$ cat src/rtl/logic_op_scheduler_pkg.sv
// Shared opcode encodings, FSM state type and sizing helper for the
// bit-sliced logic scheduler.
package logic_op_scheduler_pkg;

  localparam logic [2:0] OP_AND  = 3'd0;
  localparam logic [2:0] OP_NAND = 3'd1;
  localparam logic [2:0] OP_OR   = 3'd2;
  localparam logic [2:0] OP_NOR  = 3'd3;
  localparam logic [2:0] OP_XOR  = 3'd4;
  localparam logic [2:0] OP_XNOR = 3'd5;
  localparam logic [2:0] OP_NOT  = 3'd6;
  localparam logic [2:0] OP_RSVD = 3'd7;

  typedef enum logic [1:0] {
    ST_IDLE = 2'd0,
    ST_BUSY = 2'd1,
    ST_DONE = 2'd2
  } state_e;

  // Slice counter width; a single-slice configuration still needs one bit.
  function automatic int cnt_width(input int n);
    return (n > 1) ? $clog2(n) : 1;
  endfunction

endpackage

$ cat src/rtl/logic_op_scheduler_slice_unit.sv
// Combinational bitwise logic evaluated over one SLICE-bit chunk of the operands.
module logic_slice_unit
  import logic_op_scheduler_pkg::*;
#(
  parameter int SLICE = 2
) (
  input  logic [2:0]       op_i,
  input  logic [SLICE-1:0] a_i,
  input  logic [SLICE-1:0] b_i,
  output logic [SLICE-1:0] y_o,
  output logic             err_o
);

  always_comb begin
    y_o   = '0;
    err_o = 1'b0;
    case (op_i)
      OP_AND:  y_o = a_i & b_i;
      OP_NAND: y_o = ~(a_i & b_i);
      OP_OR:   y_o = a_i | b_i;
      OP_NOR:  y_o = ~(a_i | b_i);
      OP_XOR:  y_o = a_i ^ b_i;
      OP_XNOR: y_o = a_i ~^ b_i;
      OP_NOT:  y_o = ~a_i;
      default: begin
        y_o   = '0;
        err_o = 1'b1;
      end
    endcase
  end

endmodule

$ cat src/rtl/logic_op_scheduler.sv
// Round-robin scheduler sharing one bit-sliced logic unit between two requesters;
// each accepted operation is evaluated SLICE bits per cycle and returned tagged with its id.
module logic_op_scheduler
  import logic_op_scheduler_pkg::*;
#(
  parameter int WIDTH = 8,
  parameter int SLICE = 2
) (
  input  logic             clk,
  input  logic             rst,
  input  logic             req0_valid_in,
  output logic             req0_ready_out,
  input  logic [2:0]       req0_op_in,
  input  logic [WIDTH-1:0] req0_a_in,
  input  logic [WIDTH-1:0] req0_b_in,
  input  logic             req1_valid_in,
  output logic             req1_ready_out,
  input  logic [2:0]       req1_op_in,
  input  logic [WIDTH-1:0] req1_a_in,
  input  logic [WIDTH-1:0] req1_b_in,
  output logic             rsp_valid_out,
  input  logic             rsp_ready_in,
  output logic             rsp_id_out,
  output logic [WIDTH-1:0] rsp_y_out,
  output logic             rsp_err_out
);

  localparam int N  = WIDTH / SLICE;
  localparam int CW = cnt_width(N);

  state_e           state_q, state_d;
  logic             last_grant_q, last_grant_d;
  logic [2:0]       op_q, op_d;
  logic [WIDTH-1:0] a_q, a_d;
  logic [WIDTH-1:0] b_q, b_d;
  logic             id_q, id_d;
  logic [CW-1:0]    cnt_q, cnt_d;
  logic             last_q, last_d;
  logic [WIDTH-1:0] acc_q, acc_d;
  logic             err_acc_q, err_acc_d;
  logic [WIDTH-1:0] rsp_y_q, rsp_y_d;
  logic             rsp_id_q, rsp_id_d;
  logic             rsp_err_q, rsp_err_d;

  logic             grant0_s, grant1_s;
  logic             accept_s, eval_s, finish_s;
  logic [SLICE-1:0] a_slice_s, b_slice_s, y_slice_s;
  logic             err_slice_s;

  always_comb begin
    grant0_s = 1'b0;
    grant1_s = 1'b0;
    if (req0_valid_in && req1_valid_in) begin
      grant0_s = last_grant_q;
      grant1_s = ~last_grant_q;
    end else if (req0_valid_in) begin
      grant0_s = 1'b1;
    end else if (req1_valid_in) begin
      grant1_s = 1'b1;
    end else begin
      grant0_s = 1'b0;
      grant1_s = 1'b0;
    end
  end

  assign accept_s = (state_q == ST_IDLE) && (grant0_s || grant1_s);
  assign eval_s   = (state_q == ST_BUSY) && !last_q;
  assign finish_s = (state_q == ST_BUSY) && last_q;

  assign a_slice_s = a_q[cnt_q*SLICE +: SLICE];
  assign b_slice_s = b_q[cnt_q*SLICE +: SLICE];

  logic_slice_unit #(.SLICE(SLICE)) u_slice (
    .op_i  (op_q),
    .a_i   (a_slice_s),
    .b_i   (b_slice_s),
    .y_o   (y_slice_s),
    .err_o (err_slice_s)
  );

  always_ff @(posedge clk or posedge rst) begin
    if (rst) begin
      state_q <= ST_IDLE;
    end else begin
      state_q <= state_d;
    end
  end

  always_comb begin
    state_d = state_q;
    case (state_q)
      ST_IDLE: state_d = accept_s ? ST_BUSY : ST_IDLE;
      ST_BUSY: state_d = last_q ? ST_DONE : ST_BUSY;
      ST_DONE: state_d = rsp_ready_in ? ST_IDLE : ST_DONE;
      default: state_d = ST_IDLE;
    endcase
  end

  // Ready is a same-cycle grant, forced low while reset is asserted.
  always_comb begin
    req0_ready_out = (state_q == ST_IDLE) && grant0_s && !rst;
    req1_ready_out = (state_q == ST_IDLE) && grant1_s && !rst;
    rsp_valid_out  = (state_q == ST_DONE);
    rsp_id_out     = rsp_id_q;
    rsp_y_out      = rsp_y_q;
    rsp_err_out    = rsp_err_q;
  end

  // last_q marks that the final slice is in acc_q; the next BUSY cycle publishes it.
  always_comb begin
    last_grant_d = last_grant_q;
    op_d         = op_q;
    a_d          = a_q;
    b_d          = b_q;
    id_d         = id_q;
    cnt_d        = cnt_q;
    last_d       = last_q;
    acc_d        = acc_q;
    err_acc_d    = err_acc_q;
    rsp_y_d      = rsp_y_q;
    rsp_id_d     = rsp_id_q;
    rsp_err_d    = rsp_err_q;
    if (accept_s) begin
      last_grant_d = grant1_s;
      op_d         = grant1_s ? req1_op_in : req0_op_in;
      a_d          = grant1_s ? req1_a_in : req0_a_in;
      b_d          = grant1_s ? req1_b_in : req0_b_in;
      id_d         = grant1_s;
      cnt_d        = '0;
      last_d       = 1'b0;
      acc_d        = '0;
      err_acc_d    = 1'b0;
    end else if (eval_s) begin
      acc_d[cnt_q*SLICE +: SLICE] = y_slice_s;
      err_acc_d = err_acc_q | err_slice_s;
      last_d    = (cnt_q == CW'(N - 1));
      cnt_d     = (cnt_q == CW'(N - 1)) ? cnt_q : cnt_q + CW'(1);
    end else if (finish_s) begin
      rsp_y_d   = acc_q;
      rsp_id_d  = id_q;
      rsp_err_d = err_acc_q;
    end else begin
      cnt_d = cnt_q;
    end
  end

  always_ff @(posedge clk or posedge rst) begin
    if (rst) begin
      last_grant_q <= 1'b1;
      op_q         <= 3'd0;
      a_q          <= '0;
      b_q          <= '0;
      id_q         <= 1'b0;
      cnt_q        <= '0;
      last_q       <= 1'b0;
      acc_q        <= '0;
      err_acc_q    <= 1'b0;
      rsp_y_q      <= '0;
      rsp_id_q     <= 1'b0;
      rsp_err_q    <= 1'b0;
    end else begin
      last_grant_q <= last_grant_d;
      op_q         <= op_d;
      a_q          <= a_d;
      b_q          <= b_d;
      id_q         <= id_d;
      cnt_q        <= cnt_d;
      last_q       <= last_d;
      acc_q        <= acc_d;
      err_acc_q    <= err_acc_d;
      rsp_y_q      <= rsp_y_d;
      rsp_id_q     <= rsp_id_d;
      rsp_err_q    <= rsp_err_d;
    end
  end

endmodule
$ cat config.mk
export PLATFORM = sky130hd
export DESIGN_NAME = logic_op_scheduler
export DESIGN_NICKNAME = d
export VERILOG_FILES = /design/src/rtl/logic_op_scheduler_pkg.sv /design/src/rtl/logic_op_scheduler_slice_unit.sv /design/src/rtl/logic_op_scheduler.sv
export SDC_FILE = /design/constraint.sdc
export NUM_CORES = 1
export LEC_CHECK = 0
export CAP_MARGIN = 25
export CORE_MARGIN = 10
export CORE_UTILIZATION = 50
export DETAILED_ROUTE_END_ITERATION = 10
export HOLD_SLACK_MARGIN = 0.03
export PLACE_DENSITY = 0.8
export SLEW_MARGIN = 20
export SYNTH_ARGS = -nofsm -noshare
export SYNTH_HDL_FRONTEND = slang
export SYNTH_HIERARCHICAL = 1
export SYNTH_SLANG_ARGS = --single-unit
$ cat constraint.sdc
create_clock -name clk -period 3.2 [get_ports clk]
set_clock_uncertainty 0.05 [all_clocks]
set_input_delay 0.32 -clock clk [delete_from_list [all_inputs] [get_ports clk]]
set_output_delay 0.32 -clock clk [all_outputs]
set_load 0.02 [all_outputs]
# Word level (Yosys, flattened, before mapping)

Index checks and enable logic that the tools add are counted.

$add $sub $neg: 2
Equality and inequality tests: 10
Shifts and indexed selects: 4
Multiplexer cells: 24
Bitwise logic cells: 11
Reductions and logical operators: 17

Operators with widths:

| operator                                              | count |
|---|---|
| negation 3 -> 34 bit                                  | 1 |
| variable shift 2 x 34 -> 8 bit (first input constant) | 1 |
| variable part select 2 x 34 -> 8 bit                  | 1 |
| two-way mux 8 bit                                     | 4 |
| variable part select 8 x 4 -> 2 bit                   | 2 |
| one-hot mux 2 bit (7 select lines)                    | 1 |
| two-way mux 1 bit                                     | 11 |
| two-way mux 2 bit                                     | 5 |
| == test 3 bit (second input constant)                 | 3 |
| bitwise mux 8 bit                                     | 1 |
| logical AND 1 bit                                     | 8 |
| OR reduction 7 bit                                    | 1 |
| == test 3 x 2 -> 1 bit (second input constant)        | 2 |
| inverter 2 bit                                        | 3 |
| one-hot mux 2 bit (3 select lines)                    | 1 |
| == test 2 bit (second input constant)                 | 2 |
| == test 3 x 1 -> 1 bit (second input constant)        | 1 |
| logical NOT 3 bit                                     | 1 |
| two-way mux 3 bit                                     | 1 |
| inverter 1 bit                                        | 3 |
| AND reduction 3 bit                                   | 1 |
| adder 2 x 1 -> 2 bit (second input constant)          | 1 |
| AND 2 bit                                             | 1 |
| == test 2 x 1 -> 1 bit (second input constant)        | 1 |
| other kinds (10)                                      | 11 |

Flip-flop bits (word level): 45
Input bits: 43
Logic and storage cells: 81

# Depth between registers and ports, before layout

Gate-level depths: netlist of the first run.

Depth after elaboration: 8
Mapped depth: 10
Gate-level depth less buffers: 9

# Cells and area by module

The synthesis of the first run kept the hierarchy.

Modules (own cells, without submodules):

| module             | instances | cells an instance | area an instance (µm²) | seq. area each (µm²) |
|---|---|---|---|---|
| logic_op_scheduler | 1         | 190               | 2208.4                 | 1127.3 |
| logic_slice_unit   | 1         | 26                | 200.2                  | 0.0 |

# Worst setup path after synthesis of the first run

Ideal clock, no wire load.

Path type: register to register
Start: register cnt_q[0]
End: register acc_q[3]
Library setup time: 0.128 ns
Arrival time: 2.219 ns
Path slack: 0.803 ns
Stages on the path, launching flop included: 11
Path buffers: 1
Period minus slack after synthesis: 2.397 ns
Path through: dfrtp_1 buf_2 mux4_2 inv_1 ha_1 xnor2_1 o221ai_1 and3b_1 and4b_1 mux2i_1 nor2_1

Cells in the longest elaborated chain, start to end: 8
Elaborated cells on any way between the ends: 16
Those cells by class: 1 x add/sub; 4 x shift; 4 x mux; 7 x bitwise

RTL lines:

| what                                   | RTL line                                                                 | source |
|---|---|---|
| start, declared                        | logic_op_scheduler.sv:37                                                 | `logic [CW-1:0] cnt_q, cnt_d;` |
| start signal, assigned                 | logic_op_scheduler.sv:167                                                | `cnt_q <= cnt_d;` |
| variable part select 8 x 4 -> 2 bit *  | logic_op_scheduler.sv:70                                                 | `assign a_slice_s = a_q[cnt_q*SLICE +: SLICE];` |
| via a_slice_s[1]                       | logic_op_scheduler.sv:47                                                 | `logic [SLICE-1:0] a_slice_s, b_slice_s, y_slice_s;` |
| OR 2 bit or AND 2 bit (tied branches)  | n/a                                                                      |  |
| inverter 2 bit (on tied branches)      | logic_op_scheduler_slice_unit.sv:21, logic_op_scheduler_slice_unit.sv:19 |  |
| one-hot mux 2 bit (7 select lines) *   | logic_op_scheduler_slice_unit.sv:17                                      | `case (op_i)` |
| via y_slice_s[1]                       | logic_op_scheduler.sv:47                                                 |  |
| variable part select 2 x 34 -> 8 bit * | logic_op_scheduler.sv:134                                                | `acc_d[cnt_q*SLICE +: SLICE] = y_slice_s;` |
| bitwise mux 8 bit *                    | logic_op_scheduler.sv:134                                                |  |
| two-way mux 8 bit *                    | logic_op_scheduler.sv:133                                                | `end else if (eval_s) begin` |
| two-way mux 8 bit *                    | logic_op_scheduler.sv:123                                                | `if (accept_s) begin` |
| end signal, assigned                   | logic_op_scheduler.sv:156                                                | `acc_q <= '0;` |
| end signal, assigned                   | logic_op_scheduler.sv:169                                                | `acc_q <= acc_d;` |
| end, declared                          | logic_op_scheduler.sv:39                                                 | `logic [WIDTH-1:0] acc_q, acc_d;` |

Mark *: on every way through the listed nets, which the timed path passes. The rest lies on a longest branch. The select of a mux whose other input is x is not followed.
A chain may end at the register's enable or synchronous reset.

# Worst setup path after layout of the first run

Same ends and word-level chain as after synthesis.

==> metrics.txt, run 1 <==
Setup TNS 0 ns; Static Leak 1.36 nW; syn nets 268; synthesized instance count 216; area grow syn2layout 29.1%; synthesized flop and latch total 45; Mapped Avg Cell Area 11.2 µm²; crit path DAT 2.81 ns; Final ANT Viol Nets 0; routed len/inst 15.8 µm; die width 89.4 µm; Hold Path Class reg2reg; I/O pin count 56; DR pass1 iterations 4; Final Hold Fails 0; GRT Overall Usage 0.139; Metal-1 WL 2310 µm; CTS clk-pin slew, worst paths 0.09 ns; worst setup path class reg2reg; Fmax 0.371 GHz; Worst EP required 3.32 ns; Final setup viols 0; port bufs 55; max layer used met4; yosys warns 6; pwr dens 858 mW/mm²; Synth Area in Compound Gates 0.144; CP startpoint kind flop; GPL Wtd Cong 0.869; via count 1,829; Layout Nets 320; met3 wire length 338 µm; Starting Density 0.513; drt first-iter violations 87; r2r setup slk 0.51 ns; ys flop type dfrtp_1; postcts setup bufs 0; Synth top area share 0.457; Max Cap Violations 0; final wirelength 5090 µm; post-cts sizing count 0; Slew Viols, Final 0; fraction of synthesized area in multiplexers 0.171; Non-Filler Cell Area, Final 0.00311 mm²; H-tree depth 2; actual slew at the worst max-slew pin 0.564 ns; first-pass GRT wire length 8850 µm; outcome complete, no violations; critical path cell sequence mux4_2, inv_1, ha_1, xnor2_1, o221ai_1, and3b_1, and4b_1, mux2i_1, nor2_1; vias in the first global route 1,873; EDFF count, synth 0; Post-Synth XOR/XNOR Area 0.0109; Cell Rows 25; layout cells sized above 1 0.123; total CTS buffers 5; DRC 0; dpl hpwl 3890 µm; clk buf depth 2; DIE HEIGHT 89.4 µm; Cell Area, Synth 0.00241 mm²; Synth area leader dfrtp_1; DR WL met2 2400 µm; Max Fanout on Critical Path 12; Final min period 2.69 ns; slew margin rel. 0.623; Synth Area in Adders 0.0468; Peak VDD IR 0.000360 V; cts hold-fix bufs 0; largest net degree at the start of global routing 46; count leader, synth dfrtp_1; Overflow after GRT 0; Clock Sinks 45; post-synthesis cell type count 42; Async S/R FF share, synth 1.00; Slowest-stage cell, CP dfrtp_1; insertion delay to the later sink of the worst-skew pair 0.30 ns; Clock Tree Root clkbuf_8; die area 0.00799 mm²; Worst setup EP type flop; initial antenna violation count 0; Area after DPL 0.00299 mm²; largest family of logic cells by synthesized area multiplexers; Post-Synth Simple-Gate Area 0.118; CORE AREA 0.00469 mm²; drt via density 5.66; RSZ-0062 raised after global routing false; synth top area cells dfrtp_1, mux2i_1, o21ai_0; Inserted Diodes 0; CTS tree done; most common library cells after synthesis dfrtp_1, o21ai_0, mux2i_1; register area share after synthesis 0.468; period utilization 0.842; Worst path max stage delay 0.66 ns
## final cells by class
cell class | instances | area, µm²
fillers | 377 | 1580
multi-input cells | 149 | 1190
flip-flops and latches | 45 | 1130
repair buffers | 59 | 581
clock buffers | 7 | 86.3
well taps | 54 | 67.6
clock inverters | 1 | 30.0
inverters | 8 | 30.0
## state kept, by name, indices dropped and copies added (netlist names)
name          flops
a_q               8
acc_q             8
b_q               8
rsp_y_out         8
op_q              3
cnt_q             2
state_q           2
err_acc_q         1
id_q              1
last_grant_q      1
last_q            1
rsp_err_out       1
rsp_id_out        1
## path summary, 6_finish.rpt
path,cells past startpoint,to,from
worst max-delay path,9,acc_q[3]$_DFFE_PP0P_,cnt_q[0]$_DFFE_PP0P_
worst min-delay path,1,last_grant_q$_DFFE_PP1P_,last_grant_q$_DFFE_PP1P_
worst max register to register,9,acc_q[3]$_DFFE_PP0P_,cnt_q[0]$_DFFE_PP0P_
worst min register to register,1,last_grant_q$_DFFE_PP1P_,last_grant_q$_DFFE_PP1P_
max in group asynchronous,3,op_q[1]$_DFFE_PP0P_,rst
min in group asynchronous,3,rsp_id_out$_DFFE_PP0P_,rst
## critical path, delay by kind of cell (launching register included)
kind / cells / cell delay [ns]
and+or+nand+nor: 3 / 0.48
muxes: 2 / 0.73
AOI/OAI and AO/OA: 1 / 0.15
DFF: 1 / 0.66
adders and majority gates: 1 / 0.23
xor gates and xnor gates: 1 / 0.17
buffers and inverters: 1 / 0.08
## layer usage
layer | GRT usage | up-vias
li1 | - | 891
met1 | 0.181 | 886
met2 | 0.211 | 46
met3 | 0.0510 | 6
met4 | 0.0376 | 0
met5 | 0 | -
## kinds of logic after synthesis
| kind of cell | count (synthesis) |
|---|---|
| AOI/OAI and AO/OA | 59 |
| xor gates and xnor gates | 3 |
| muxes | 35 |
| and+or+nand+nor | 43 |
| adders and majority gates | 9 |
| DFF | 45 |
| buffers and inverters | 22 |
## power by group
part / internal (mW) / leakage [nW] / switching, mW
Clock: 0.255 / 0.0585 / 0.183
Combinational: 0.622 / 0.724 / 0.612
Sequential: 0.793 / 0.581 / 0.202
## per-stage QoR
stage | setup slack (ns) | std cells | hold WS [ns] | power (mW) | utilization
2_1_floorplan | 0.803 | 216 | 0.378 | 1.89 | -
3_3_place_gp | 0.637 | 315 | 0.428 | 2.20 | 0.638
3_5_place_dp | 0.514 | 315 | 0.439 | 2.25 | 0.638
4_1_cts | 0.488 | 323 | 0.456 | 2.68 | 0.663
5_1_grt | 0.295 | 323 | 0.468 | 2.89 | 0.663
6_report | 0.506 | 323 | 0.455 | 2.67 | 0.663
## cell usage in the layout (no fill, tap or decap), drive strengths merged, types with 2 or more instances in the layout
cell type,Yosys,final
clkdlybuf4s50,0,55
dfrtp,44,44
o21ai,42,42
mux2i,21,21
mux2,10,10
nor2,9,9
ha,9,9
inv,8,7
clkbuf,8,7
nand2b,5,5
a21oi,4,4
a32o,4,4
nand2,4,4
mux4,4,4
buf,6,4
a22o,3,3
nor3,3,3
nand3,3,3
xnor2,3,3
or2b,3,3
nand3b,2,2
and4b,2,2
o221ai,2,2
and3b,2,2
nor4b,2,2
and3,2,2
No activity file was read; power rests on OpenSTA's default activity.
==> run 2, diff against run 1 <==
Clock period 3.2 ns to 2.6 ns, I/O delays scaled along.
==> run 2 against run 1 <==
  * Wire length grew 0.20%
  * Combinational power grew 27%
  * Register-to-register slack got worse by 0.29 ns
  * Critical path type unchanged
  * Critical endpoint is now acc_q[2]$_DFFE_PP0P_
  * Largest power group unchanged
==> metrics.txt, run 2 (synthesis results as in run 1) <==
GPL Wtd Cong 0.856; Hold Path Class in2async; port bufs 55; drt via density 5.56; worst setup path class reg2reg; die area 0.00799 mm²; dpl hpwl 3980 µm; Final Hold Fails 0; clock network power share 0.124; sequential fraction of design power 0.382; RSZ-0062 raised after global routing false; pwr dens 1020 mW/mm²; Clock Sinks 45; drt first-iter violations 124; final wirelength 5100 µm; die width 89.4 µm; cts hold-fix bufs 0; Final ANT Viol Nets 0; I/O pin count 56; Clock Tree Root clkbuf_8; GRT Overall Usage 0.135; Slew Viols, Final 0; Worst setup EP type flop; Max Cap Violations 0; via count 1,796; DRC 0; Setup TNS 0 ns; layout cells sized above 1 0.130; clk buf depth 2; area grow syn2layout 28.0%; Final min period 2.38 ns; slew margin rel. 0.628; actual slew at the worst max-slew pin 0.550 ns; initial antenna violation count 0; Starting Density 0.513; power consumption 3.16 mW; Inserted Diodes 0; CORE AREA 0.00469 mm²; total CTS buffers 5; Overflow after GRT 0; DIE HEIGHT 89.4 µm; routed len/inst 15.8 µm; hold_ws 0.423 ns; Static Leak 1.35 nW; vias in the first global route 1,811; Worst EP required 2.72 ns; Fmax 0.420 GHz; commonest cells after routing, fill and taps aside clkdlybuf4s50_1, dfrtp_1, o21ai_0, mux2i_1, mux2_2; Logic pwr share 0.494; DR pass1 iterations 5; period utilization 0.916; switching share of total power 0.386; Util after Layout 0.657; CTS tree done; CTS clk-pin slew, worst paths 0.08 ns; Final setup viols 0; placed insts 317; Cell Rows 25; crit path DAT 2.50 ns; most common cell after layout, fill and taps aside clkdlybuf4s50_1; Layout Nets 322; Peak VDD IR 0.000420 V; first-pass GRT wire length 8580 µm; Layout Cells excl Fill 323; insertion delay to the later sink of the worst-skew pair 0.29 ns; H-tree depth 2; switching pwr 1.22 mW; outcome complete, no violations; Max Fanout on Critical Path 5; Int Pwr 1.94 mW; largest net degree at the start of global routing 46; CP startpoint kind flop
[run 2: power groups by stage]
stage               Clock [mW]  Sequential (mW)  Combinational [mW]
finish                   0.391             1.21                1.56
global route             0.437             1.26                1.73
CTS                      0.402             1.21                1.57
detailed placement           0             1.22                1.57
global placement             0             1.22                1.51
floorplan                    0             1.17                1.16
[run 2: stage by stage]
| step | area [µm²] | setup slack [ns] |
|---|---|---|
| 2_1_floorplan | 2410 | 0.203 |
| 3_3_place_gp | 3000 | 0.235 |
| 3_5_place_dp | 3010 | 0.133 |
| 5_1_grt | 3080 | 0.0370 |
| 6_report | 3080 | 0.217 |
| 4_1_cts | 3080 | 0.133 |
[run 2: final cells by class]
type	count	area, µm²
sequential	45	1130
fill	390	1610
clock buffer	5	68.8
inverter	8	30.0
clock inverter	1	5.00
timing repair buffer	61	596
tap	54	67.6
multi-input combinational	149	1190
[run 2: final timing paths]
check,slack [ns],startpoint,to,cells after the start
worst min register to register,0.45,last_grant_q$_DFFE_PP1P_,last_grant_q$_DFFE_PP1P_,1
worst max-delay path,0.22,cnt_q[0]$_DFFE_PP0P_,acc_q[2]$_DFFE_PP0P_,9
min in group clk,0.45,last_grant_q$_DFFE_PP1P_,last_grant_q$_DFFE_PP1P_,1
worst min-delay path,0.42,rst,a_q[5]$_DFFE_PP0P_,3
max in group asynchronous,1.68,rst,cnt_q[0]$_DFFE_PP0P_,3
worst max register to register,0.22,cnt_q[0]$_DFFE_PP0P_,acc_q[2]$_DFFE_PP0P_,9
[run 2: repair_timing]
item,CTS,global route
setup endpoints to repair,0,2
setup buffers,0,0
resized for setup,0,1
[run 2: worst max-delay path, cell delays in order, from the launching register on]
cell	delay [ns]
dfrtp_2	0.44
mux4_2	0.55
inv_1	0.08
ha_1	0.23
xnor2_1	0.17
o221ai_1	0.14
and3b_1	0.25
and4b_1	0.18
mux2i_1	0.12
nor2_1	0.05
[run 2: metal layers]
layer	up-vias	routed length, µm	GRT usage
met3	2	336	0.0492
met2	54	2400	0.206
met5	-	0	0
met4	0	17	0.0303
li1	895	-	-
met1	845	2350	0.178
==> run 3, diff against run 2 <==
Settings changed: CORE_UTILIZATION 50 to 55, DONT_BUFFER_PORTS set to 1, PLACE_DENSITY 0.8 to 0.7.
==> run 3 against run 2 <==
  * Non-clock buffer count down 54
  * Fmax down 2.4%
  * Global-route usage up 1.6 points
  * Via count down 4.7%
  * Register-to-register slack worse by 0.06 ns
  * Flip-flop and latch count unchanged
  * Worst setup slack worse by 0.059 ns
  * Clock power up 34%
  * Die area down 7.1%
==> metrics.txt, run 3 (synthesis results as in run 1) <==
CTS tree done; GPL Wtd Cong 0.877; drt via density 6.36; via count 1,711; critical path cell sequence mux4_2, inv_1, ha_1, xnor2_1, o221ai_1, and3b_1, and4b_1, mux2i_1, nor2_1; Max Cap Violations 0; hold_ws 0.0509 ns; CTS clk-pin slew, worst paths 0.09 ns; die width 86.2 µm; Hold EP last_grant_q$_DFFE_PP1P_; Max Fanout on Critical Path 5; port bufs 0; Hold Path Class in2reg; Peak VDD IR 0.000578 V; FF-to-FF Start cnt_q[0]$_DFFE_PP0P_; Final ANT Viol Nets 0; vias in the first global route 1,888; drt first-iter violations 118; Layout Nets 268; Starting Density 0.561; total CTS buffers 5; H-tree depth 2; power consumption 3.15 mW; Worst EP required 2.73 ns; first-pass GRT wire length 9160 µm; insertion delay to the later sink of the worst-skew pair 0.31 ns; Fmax 0.410 GHz; largest net degree at the start of global routing 46; pwr dens 1220 mW/mm²; Inserted Diodes 0; slew margin rel. 0.573; Worst setup EP type flop; GRT Overall Usage 0.151; CP startpoint kind flop; period utilization 0.939; Setup TNS 0 ns; Reg2Reg Capture Point acc_q[3]$_DFFE_PP0P_; Multi-input gate area 0.00119 mm²; Static Leak 1.16 nW; Worst path max stage delay 0.55 ns; Slew Viols, Final 0; FF+latch area 0.00113 mm²; Final min period 2.44 ns; CORE AREA 0.00429 mm²; die area 0.00743 mm²; actual slew at the worst max-slew pin 0.636 ns; area grow syn2layout 7.12%; final wirelength 5410 µm; hold depth 2; Cell Rows 24; r2r setup slk 0.16 ns; crit path DAT 2.57 ns; dpl hpwl 4070 µm; clk buf depth 2; Slowest-stage cell, CP mux4_2; Final setup viols 0; DRC 0; Clock Sinks 45; routed len/inst 20.1 µm; fill count 363; RSZ-0062 raised after global routing false; DR pass1 iterations 4; Clock Tree Root clkbuf_8; commonest cells after routing, fill and taps aside dfrtp_1, o21ai_0, mux2i_1, mux2_2; outcome complete, no violations; hold_sp req1_valid_in; r2r worst-path depth 9; Overflow after GRT 0; worst setup path class reg2reg; most common cell after layout, fill and taps aside dfrtp_1; DIE HEIGHT 86.2 µm; layout cells sized above 1 0.161; initial antenna violation count 0; I/O pin count 56; Final Hold Fails 0
run 3: cell count changes in the layout (fill, tap and decap cells not counted), sizes merged:
| cell | previous run | this run |
|---|---|---|
| clkdlybuf4s50 | 55 | 0 |
| dlygate4sd3 | 0 | 2 |
| buf | 6 | 5 |
| bufinv | 0 | 1 |
| clkbuf | 5 | 6 |
run 3: area by class of cell:
cell class | instances | share of cell area
Clock buffer | 6 | 0.0281
Clock inverter | 2 | 0.0150
Inverter | 8 | 0.0116
Multi-Input combinational cell | 149 | 0.460
Sequential cell | 45 | 0.437
Tap cell | 52 | 0.0252
Timing Repair Buffer | 7 | 0.0223
run 3: where the power goes:
part           leakage, nW  internal, mW  total, mW  switching [mW]
Combinational        0.528         0.635       1.33           0.695
Sequential           0.579         0.979       1.30           0.316
Clock               0.0554         0.288      0.522           0.234
Total                 1.16          1.90       3.15            1.25
run 3: worst max path at each step:
stage,startpoint,endpoint,slack (ns)
finish,cnt_q[0]$_DFFE_PP0P_,acc_q[3]$_DFFE_PP0P_,0.16
CTS,cnt_q[0]$_DFFE_PP0P_,acc_q[3]$_DFFE_PP0P_,0.10
floorplan,cnt_q[0]$_DFFE_PP0P_,acc_q[3]$_DFFE_PP0P_,0.20
global route,cnt_q[0]$_DFFE_PP0P_,acc_q[3]$_DFFE_PP0P_,0.04
global placement,cnt_q[0]$_DFFE_PP0P_,acc_q[3]$_DFFE_PP0P_,0.25
detailed placement,cnt_q[0]$_DFFE_PP0P_,acc_q[3]$_DFFE_PP0P_,0.13
run 3: critical path: cells and delay by family, from the launching register on:
kind | cells | cell delay, ns
simple gates | 3 | 0.49
flops | 1 | 0.44
compound gates | 1 | 0.14
mux | 2 | 0.70
fa+ha+maj | 1 | 0.24
buf+inv | 1 | 0.08
xor+xnor | 1 | 0.18
run 3: what timing repair did:
action | 4_1_cts | 5_1_grt
hold buffers | 2 | 0
endpoints found under the setup margin | 0 | 2
setup buffers | 0 | 0
endpoints found under the hold margin | 45 | 0
resized for setup | 0 | 1
run 3: routing by layer:
layer | up-vias | part of all wire | global-route usage
li1 | 786 | - | -
met1 | 854 | 0.42 | 0.183
met2 | 58 | 0.50 | 0.242
met3 | 13 | 0.060 | 0.0478
met4 | 0 | 0.025 | 0.0677
met5 | - | 0 | 0
run 3: stage by stage:
| step | setup WS, ns | utilization | instances | area [µm²] |
|---|---|---|---|---|
| final | 0.158 | 0.601 | 269 | 2580 |
| after global placement | 0.251 | 0.570 | 259 | 2450 |
| after CTS | 0.101 | 0.601 | 269 | 2580 |
| after global routing | 0.0386 | 0.601 | 269 | 2580 |
| after floorplan | 0.203 | - | 216 | 2410 |
| after detailed placement | 0.131 | 0.570 | 259 | 2450 |
